[config.mk]
export PLATFORM = sky130hd
export DESIGN_NAME = note_window_buffer
export DESIGN_NICKNAME = d
export VERILOG_FILES = /design/src/rtl/analyzer_pkg.sv /design/src/rtl/note_shift_reg.sv /design/src/rtl/note_window_buffer.sv
export SDC_FILE = /design/constraint.sdc
export NUM_CORES = 1
export LEC_CHECK = 0
export ABC_AREA = 1
export BUFFER_PORTS_ARGS = -buffer_cell sky130_fd_sc_hd__buf_2
export CORE_MARGIN = 2
export CORE_UTILIZATION = 35
export CTS_CLUSTER_SIZE = 14
export DETAILED_ROUTE_END_ITERATION = 8
export GPL_TIMING_DRIVEN = 0
export PLACE_DENSITY_LB_ADDON = 0.05
export SLEW_MARGIN = 40
export SYNTH_ARGS = -nofsm -noshare
export SYNTH_HDL_FRONTEND = slang
export SYNTH_SLANG_ARGS = --single-unit
[constraint.sdc]
create_clock -name clk -period 3.9 [get_ports clk]
set_input_delay 0.195 -clock clk [delete_from_list [all_inputs] [get_ports clk]]
set_output_delay 0.195 -clock clk [all_outputs]
set_load 0.02 [all_outputs]
[src/rtl/analyzer_pkg.sv]
// rtl/analyzer_pkg.sv - shared widths and window-control state encoding
package analyzer_pkg;

    localparam int NOTE_W  = 6;
    localparam int WIN_LEN = 16;
    localparam int FEAT_W  = 8;
    localparam int CNT_W   = 5;

    typedef enum logic [1:0] {
        FILL    = 2'd0,
        STREAM  = 2'd1,
        RELEASE = 2'd2
    } win_state_e;

endpackage

[src/rtl/note_shift_reg.sv]
// rtl/note_shift_reg.sv - 16-deep note shift register, oldest note in the low slice
module note_shift_reg
    import analyzer_pkg::*;
(
    input  logic                       clk,
    input  logic                       reset,
    input  logic                       clr,
    input  logic                       shift,
    input  logic [NOTE_W-1:0]          din,
    output logic [WIN_LEN*NOTE_W-1:0]  window
);

    // Newest note enters at the top slice; clear wins over a same-cycle shift.
    always_ff @(posedge clk or negedge reset) begin
        if (!reset) begin
            window <= '0;
        end else if (clr) begin
            window <= '0;
        end else if (shift) begin
            window <= {din, window[WIN_LEN*NOTE_W-1:NOTE_W]};
        end
    end

endmodule

[src/rtl/note_window_buffer.sv]
// rtl/note_window_buffer.sv - sliding 16-note window with hop-paced release handshake
module note_window_buffer
    import analyzer_pkg::*;
#(
    parameter int HOP = 1
) (
    input  logic                     clk,
    input  logic                     reset,
    input  logic signed [NOTE_W-1:0] note_in,
    input  logic                     note_valid,
    output logic                     note_ready,
    input  logic                     phrase_clr,
    output logic signed [NOTE_W-1:0] n0,
    output logic signed [NOTE_W-1:0] n1,
    output logic signed [NOTE_W-1:0] n2,
    output logic signed [NOTE_W-1:0] n3,
    output logic signed [NOTE_W-1:0] n4,
    output logic signed [NOTE_W-1:0] n5,
    output logic signed [NOTE_W-1:0] n6,
    output logic signed [NOTE_W-1:0] n7,
    output logic signed [NOTE_W-1:0] n8,
    output logic signed [NOTE_W-1:0] n9,
    output logic signed [NOTE_W-1:0] n10,
    output logic signed [NOTE_W-1:0] n11,
    output logic signed [NOTE_W-1:0] n12,
    output logic signed [NOTE_W-1:0] n13,
    output logic signed [NOTE_W-1:0] n14,
    output logic signed [NOTE_W-1:0] n15,
    output logic                     win_valid,
    input  logic                     win_ready,
    output logic                     feat_valid,
    output logic [15:0]              win_count
);

    generate
        if (HOP < 1 || HOP > WIN_LEN) begin : g_hop_check
            $error("note_window_buffer: HOP must be within 1..16");
        end
    endgenerate

    localparam logic [CNT_W-1:0] HOP_LAST  = CNT_W'(HOP - 1);
    localparam logic [CNT_W-1:0] FILL_LAST = CNT_W'(WIN_LEN - 1);

    win_state_e                 state;
    logic [CNT_W-1:0]           fill_cnt;
    logic [CNT_W-1:0]           hop_cnt;
    logic                       accept;
    logic                       handoff;
    logic [WIN_LEN*NOTE_W-1:0]  window;

    assign accept  = note_valid && note_ready;
    assign handoff = win_valid && win_ready;

    note_shift_reg u_shift (
        .clk    (clk),
        .reset  (reset),
        .clr    (phrase_clr),
        .shift  (accept),
        .din    (note_in),
        .window (window)
    );

    // note_ready and win_valid are registered alongside state so they are
    // always the exact decode of it (ready = not RELEASE, valid = RELEASE).
    always_ff @(posedge clk or negedge reset) begin
        if (!reset) begin
            state      <= FILL;
            fill_cnt   <= '0;
            hop_cnt    <= '0;
            win_valid  <= 1'b0;
            note_ready <= 1'b1;
            win_count  <= '0;
            feat_valid <= 1'b0;
        end else begin
            feat_valid <= handoff && !phrase_clr;
            if (phrase_clr) begin
                state      <= FILL;
                fill_cnt   <= '0;
                hop_cnt    <= '0;
                win_valid  <= 1'b0;
                note_ready <= 1'b1;
            end else begin
                case (state)
                    FILL: begin
                        if (accept) begin
                            fill_cnt <= fill_cnt + 1'b1;
                            if (fill_cnt == FILL_LAST) begin
                                state      <= RELEASE;
                                win_valid  <= 1'b1;
                                note_ready <= 1'b0;
                            end
                        end
                    end
                    STREAM: begin
                        if (accept) begin
                            hop_cnt <= hop_cnt + 1'b1;
                            if (hop_cnt == HOP_LAST) begin
                                state      <= RELEASE;
                                win_valid  <= 1'b1;
                                note_ready <= 1'b0;
                            end
                        end
                    end
                    RELEASE: begin
                        if (win_ready) begin
                            hop_cnt    <= '0;
                            win_count  <= win_count + 16'd1;
                            state      <= STREAM;
                            win_valid  <= 1'b0;
                            note_ready <= 1'b1;
                        end
                    end
                    default: begin
                        state      <= FILL;
                        win_valid  <= 1'b0;
                        note_ready <= 1'b1;
                    end
                endcase
            end
        end
    end

    assign n0  = window[ 0*NOTE_W +: NOTE_W];
    assign n1  = window[ 1*NOTE_W +: NOTE_W];
    assign n2  = window[ 2*NOTE_W +: NOTE_W];
    assign n3  = window[ 3*NOTE_W +: NOTE_W];
    assign n4  = window[ 4*NOTE_W +: NOTE_W];
    assign n5  = window[ 5*NOTE_W +: NOTE_W];
    assign n6  = window[ 6*NOTE_W +: NOTE_W];
    assign n7  = window[ 7*NOTE_W +: NOTE_W];
    assign n8  = window[ 8*NOTE_W +: NOTE_W];
    assign n9  = window[ 9*NOTE_W +: NOTE_W];
    assign n10 = window[10*NOTE_W +: NOTE_W];
    assign n11 = window[11*NOTE_W +: NOTE_W];
    assign n12 = window[12*NOTE_W +: NOTE_W];
    assign n13 = window[13*NOTE_W +: NOTE_W];
    assign n14 = window[14*NOTE_W +: NOTE_W];
    assign n15 = window[15*NOTE_W +: NOTE_W];

endmodule

Word level (Yosys, flattened, before mapping)

Cells that the tools add are included.
Widths: inputs -> output; s select.

$add $sub $neg: 3
Equality and inequality tests: 8
Muxes and demuxes: 30
Bitwise operators: 1
Reductions and logical operators: 13

Operator list:

| kind                  | number |
|---|---|
| $mux 96               | 2 |
| $mux 5                | 6 |
| $add 16x1->16 const B | 1 |
| $ne 3x3->1 const B    | 5 |
| $mux 1                | 12 |
| $mux 2                | 6 |
| $add 5x1->5 const B   | 2 |
| $pmux 5 s2            | 1 |
| $pmux 1 s3            | 2 |
| $pmux 2 s3            | 1 |
| $reduce_and 3->1      | 2 |
| $eq 5x4->1 const B    | 1 |
| $logic_not 5->1       | 1 |
| $reduce_and 5->1      | 1 |
| $reduce_bool 2->1     | 2 |
| $logic_and 1x1->1     | 3 |
| $reduce_bool 3->1     | 1 |
| $eq 2x1->1 const B    | 1 |
| $eq 2x2->1 const B    | 1 |
| $logic_not 2->1       | 1 |
| $reduce_and 2->1      | 1 |
| $logic_not 1->1       | 1 |
| $not 1->1             | 1 |

Bits in registers: 127
Output and inout port bits: 115
Word-level logic and storage cells: 63

Logic depth before layout (Yosys ltp)

Depth after elaboration: 5
Gate-level depth with buffers: 9
Depth with buffers taken out: 9

By module

From an unflattened synthesis, not the netlist that was laid out.

Cells, all modules: 638
Area, all modules: 5570.3 um2

By module, submodules not included:

| module             | times used | cells each | area an instance (um2) | sequential area each (um2) |
|---|---|---|---|---|
| note_shift_reg     | 1          | 417        | 3779.9                 | 2402.3 |
| note_window_buffer | 1          | 221        | 1790.5                 | 777.0 |

Least setup slack after synthesis

Ideal clock, no wire load.

Path kind: flip-flop to flip-flop
Start point: register note_ready
End point: register u_shift.window[63]
Setup time: 0.136 ns
Data arrival time: 1.293 ns
Data required time: 3.764 ns
Path slack: 2.472 ns
Cell stages (with the launch flop): 7
Cells stage by stage: dfstp_2 -> nand2_1 -> buf_4 -> buf_4 -> buf_2 -> nand3_1 -> o21ai_0

Word-level cells in the longest chain between the ends: 2

RTL lines:

| element                     | line                     | RTL |
|---|---|---|
| from (decl)                 | note_window_buffer.sv:11 | `output logic note_ready,` |
| from (signal assigned)      | note_window_buffer.sv:71 | `note_ready <= 1'b1;` |
| from (signal assigned)      | note_window_buffer.sv:81 | `note_ready <= 1'b1;` |
| from (signal assigned)      | note_window_buffer.sv:90 | `note_ready <= 1'b0;` |
| $logic_and 1x1->1           | note_window_buffer.sv:51 | `assign accept = note_valid && note_ready;` |
| $reduce_bool 2->1 (no line) | n/a                      |  |
| to (signal assigned)        | note_shift_reg.sv:20     | `window <= {din, window[WIN_LEN*NOTE_W-1:NOTE_W]};` |
| to (decl)                   | note_shift_reg.sv:10     | `output logic [WIN_LEN*NOTE_W-1:0] window` |

Every way passes these cells.
A chain may end at the register's enable or synchronous reset.

Worst setup path in the final report

Start point: register note_ready
End point: register u_shift.window[7]

The elaborated chain is that of the path after synthesis.

==> results_dict.tcl <==
set metrics [dict create \
    status "completed" \
    clk_transition_reported_paths_ns 0.06 \
    floorplan.die_area_sq_mm 0.0170 \
    critical_path.slowest_cell "sky130_fd_sc_hd__dfstp_2" \
    worstMarginPinSlew_ns 0.531 \
    clock_tree.root_cell "sky130_fd_sc_hd__clkbuf_16" \
    synth_largest_type_area_fraction_pct 56.3 \
    max_freq_mhz 559 \
    num_rows 46 \
    p_per_area_mw_per_mm2 537 \
    port-buffer-count 124 \
    fillers 1621 \
    layout-drive-gt1-share_pct 25.4 \
    avgViaCountPerCell 4.90 \
    synthMuxAreaShare_pct 0 \
    synth_nets 641 \
    worst-endpoint-required_ns 4.18 \
    fp.dieW_microns 131 \
    tritoncts.num_buffers 17 \
    post-dp-hpwl_mm 11.1 \
    die_height_microns 131 \
    syn-mean-instance-area_sq_um 8.97 \
    netlist-cell-type-count 31 \
    layout.area.seq_sq_mm 0.00318 \
    cts-htree-levels 4 \
    routedWlPerCell_microns 15.8 \
    synth_seq_area_share_pct 56.7 \
    io_pins 126 \
    grt_pass1_wl_mm 24.9 \
    detailroute.via_count 4898 \
    static_leakage_nw 3.57 \
    cts_max_path_buffers 2 \
    synth-compound-area-share_pct 9.96 \
    critical_path_arrival_ns 2.06 \
    nets 786 \
    rsz0062_at_grt "no" \
    finalSetupViolCount 0 \
    first_global_vias 4642 \
    skew_ns 0.0102 \
    layout_worst_path_cycle_share_pct 45.8 \
    multi_input_comb_area_sq_mm 0.00206 \
    cts_tree "yes" \
    worstPathCellList "nand2_1 > buf_4 > nand2_1 > clkbuf_1 > o21ai_0" \
    cts_resized 0 \
    max-slew-margin-rel_pct 64.6 \
    tns_ns 0 \
    timing_max_transition_violations_final 0 \
    drt_drc_violations_left 0 \
    antenna_found_initial 0 \
    worst_skew_pair.late_latency_ns 0.42 \
    xor_xnor_share_of_the_synthesized_area_pct 1.88 \
    worst-r2r-setup-slack_ns 2.11 \
    synthTopCellsByArea "sky130_fd_sc_hd__dfrtp_1, sky130_fd_sc_hd__nand3_1, sky130_fd_sc_hd__nand2_1" \
    final_core_util_pct 45.8 \
    timing.critical_path.fanout_max 10 \
    global_route.overflow_total 0 \
    vdd_ir_drop_max_v 0.000304 \
    post_synth_inst_count 625 \
    core-area_sq_mm 0.0158 \
    worst_path_most_repeated_cell "sky130_fd_sc_hd__nand2_1" \
    hold_violations 0 \
    syn2layout_area_growth_pct 28.8 \
    drt_iter0_markers 321 \
    worst_setup_path_end_kind "flop" \
    netlist.top_cell.by_area "sky130_fd_sc_hd__dfrtp_1" \
    grt_util_all_layers_pct 19.1 \
    drt_pre_antenna_iters 4 \
    antenna_cells_inserted 0 \
    routability_congestion_estimate_from_global_placement 0.792 \
    cts_sinks 127 \
    initial_utilization_pct 35.5 \
    worst_hold_path_type "in2reg" \
    postSynthRegisterBits 127 \
    synth_fa_ha_area_share_pct 1.12 \
    crit_path_start_kind "flop" \
    min_period_ns 1.79 \
    ant_nets 0 \
    timing.setup.critical_path_class "reg2reg" \
    synth_area_sq_mm 0.00561 \
    totalWireLength_mm 15.8 \
    maxCapViolations 0 \
    cp_slowest_stage_delay_ns 0.54 \
    synth_top_family_by_area "simple AND/OR/NAND/NOR gates" \
    yosys.area_share.simple_pct 23.8 \
    grt_max_degree 68 \
    synth_warnings 0 \
]
==> critical path: cells and delay by family (launching register included) <==
family                 cells  cell delay, ns
AOI/OAI and AO/OA          1            0.14
buffers and inverters      2            0.61
and+or+nand+nor            2            0.35
DFF                        1            0.54
==> final cells by class <==
class | instances | area share (%)
multi-input cells | 415 | 28.5
inverters | 41 | 2.24
clock buffers | 23 | 6.90
plain buffers | 42 | 2.83
repair buffers | 126 | 9.26
flip-flops and latches | 127 | 44.0
clock inverters | 9 | 2.44
well taps | 216 | 3.74
==> cells in the mapped netlist (all sizes together) <==
cell type and number:
inv 41, nand3 113, o31ai 7, xnor2 5
nand4 7, dfrtp 126, ha 5, clkbuf 14
xor2 7, nor2 31, nand2 134, buf 28
o21ai 97, o22ai 1, nand3b 2, a21oi 2
nor3 4, dfstp 1
==> per-stage QoR <==
stage / instance area (sq um) / hold WS [ns] / std cells / total power [mW] / setup WS (ns)
4_1_cts: 7220 / 0.0139 / 999 / 3.91 / 2.05
5_1_grt: 7220 / 0.0267 / 999 / 4.06 / 1.95
6_report: 7220 / 0.0265 / 999 / 3.88 / 2.11
2_1_floorplan: 5610 / -0.101 / 625 / 1.88 / 2.47
3_5_place_dp: 6530 / 0.194 / 966 / 2.10 / 2.06
3_3_place_gp: 6500 / 0.446 / 965 / 2.08 / 0.830
==> registers in the layout, indices dropped and copies added (netlist names) <==
register,count
fill_cnt,5
u_shift.window,96
note_ready,1
win_count,16
feat_valid,1
state,2
hop_cnt,5
win_valid,1
==> worst paths after layout <==
path | start | to | cells past startpoint
worst max-delay path | note_ready$_DFFE_PN1P_ | u_shift.window[7]$_DFFE_PN0P_ | 5
worst min-delay path | note_in[3] | u_shift.window[93]$_DFFE_PN0P_ | 3
max in group asynchronous | reset | u_shift.window[14]$_DFFE_PN0P_ | 3
worst min register to register | note_ready$_DFFE_PN1P_ | note_ready$_DFFE_PN1P_ | 2
worst max register to register | note_ready$_DFFE_PN1P_ | u_shift.window[7]$_DFFE_PN0P_ | 5
min in group asynchronous | reset | hop_cnt[3]$_DFFE_PN0P_ | 2
==> power breakdown <==
group | total, mW | leakage (nW) | internal, mW | switching (mW)
clock network | 1.80 | 0.330 | 1.22 | 0.581
logic | 0.609 | 1.49 | 0.166 | 0.443
registers | 1.46 | 1.75 | 1.39 | 0.0737
total | 3.88 | 3.57 | 2.78 | 1.10
==> timing repair <==
action,CTS,global route
endpoints found under the hold margin,65,0
hold buffers,1,0
setup buffers,0,0
==> layer usage <==
layer / part of all wire [%] / global-route usage [%]
met5: 0 / 0
met4: 1.4 / 5.63
met3: 5.5 / 6.39
met2: 44 / 27.4
met1: 49 / 27.5
==> cells by family after synthesis <==
logic type / count (synthesis)
XOR/XNOR: 12
flip-flops: 127
AND/OR/NAND/NOR: 291
adder cells (fa/ha/maj): 5
buffers and inverters: 83
AO/OA/AOI/OAI: 107
==> layout by cell type (no fill, tap or decap) <==
cell type | netlist | final
sky130_fd_sc_hd__buf_6 | 1 | 1
sky130_fd_sc_hd__dfrtp_1 | 126 | 126
sky130_fd_sc_hd__o31ai_1 | 7 | 7
sky130_fd_sc_hd__a21oi_1 | 1 | 1
sky130_fd_sc_hd__o22ai_1 | 1 | 1
sky130_fd_sc_hd__buf_4 | 2 | 2
sky130_fd_sc_hd__clkinvlp_4 | 0 | 1
sky130_fd_sc_hd__nand4_1 | 7 | 7
sky130_fd_sc_hd__inv_6 | 1 | 2
sky130_fd_sc_hd__bufinv_16 | 0 | 5
sky130_fd_sc_hd__nand3b_1 | 2 | 2
sky130_fd_sc_hd__inv_4 | 1 | 1
sky130_fd_sc_hd__clkbuf_1 | 14 | 15
sky130_fd_sc_hd__nand3_2 | 1 | 1
sky130_fd_sc_hd__nor2_4 | 4 | 4
sky130_fd_sc_hd__dfstp_2 | 1 | 1
sky130_fd_sc_hd__xnor2_1 | 5 | 5
sky130_fd_sc_hd__buf_16 | 0 | 1
sky130_fd_sc_hd__nor2_2 | 1 | 1
sky130_fd_sc_hd__nand2_2 | 2 | 2
sky130_fd_sc_hd__inv_2 | 1 | 1
sky130_fd_sc_hd__nand2_1 | 132 | 132
sky130_fd_sc_hd__clkbuf_8 | 0 | 5
sky130_fd_sc_hd__nor2_1 | 25 | 25
sky130_fd_sc_hd__o21ai_0 | 93 | 93
sky130_fd_sc_hd__xor2_1 | 7 | 7
sky130_fd_sc_hd__buf_2 | 25 | 148
sky130_fd_sc_hd__nor2_8 | 1 | 1
sky130_fd_sc_hd__clkinv_2 | 0 | 2
sky130_fd_sc_hd__nand3_4 | 1 | 1
sky130_fd_sc_hd__a21oi_2 | 1 | 1
sky130_fd_sc_hd__o21ai_1 | 4 | 4
sky130_fd_sc_hd__buf_8 | 0 | 1
sky130_fd_sc_hd__nand3_1 | 111 | 111
sky130_fd_sc_hd__inv_1 | 38 | 38
sky130_fd_sc_hd__dlygate4sd3_1 | 0 | 1
sky130_fd_sc_hd__clkbuf_16 | 0 | 17
sky130_fd_sc_hd__ha_1 | 5 | 5
sky130_fd_sc_hd__nor3_1 | 4 | 4
Power figures use the tool's default switching activity.
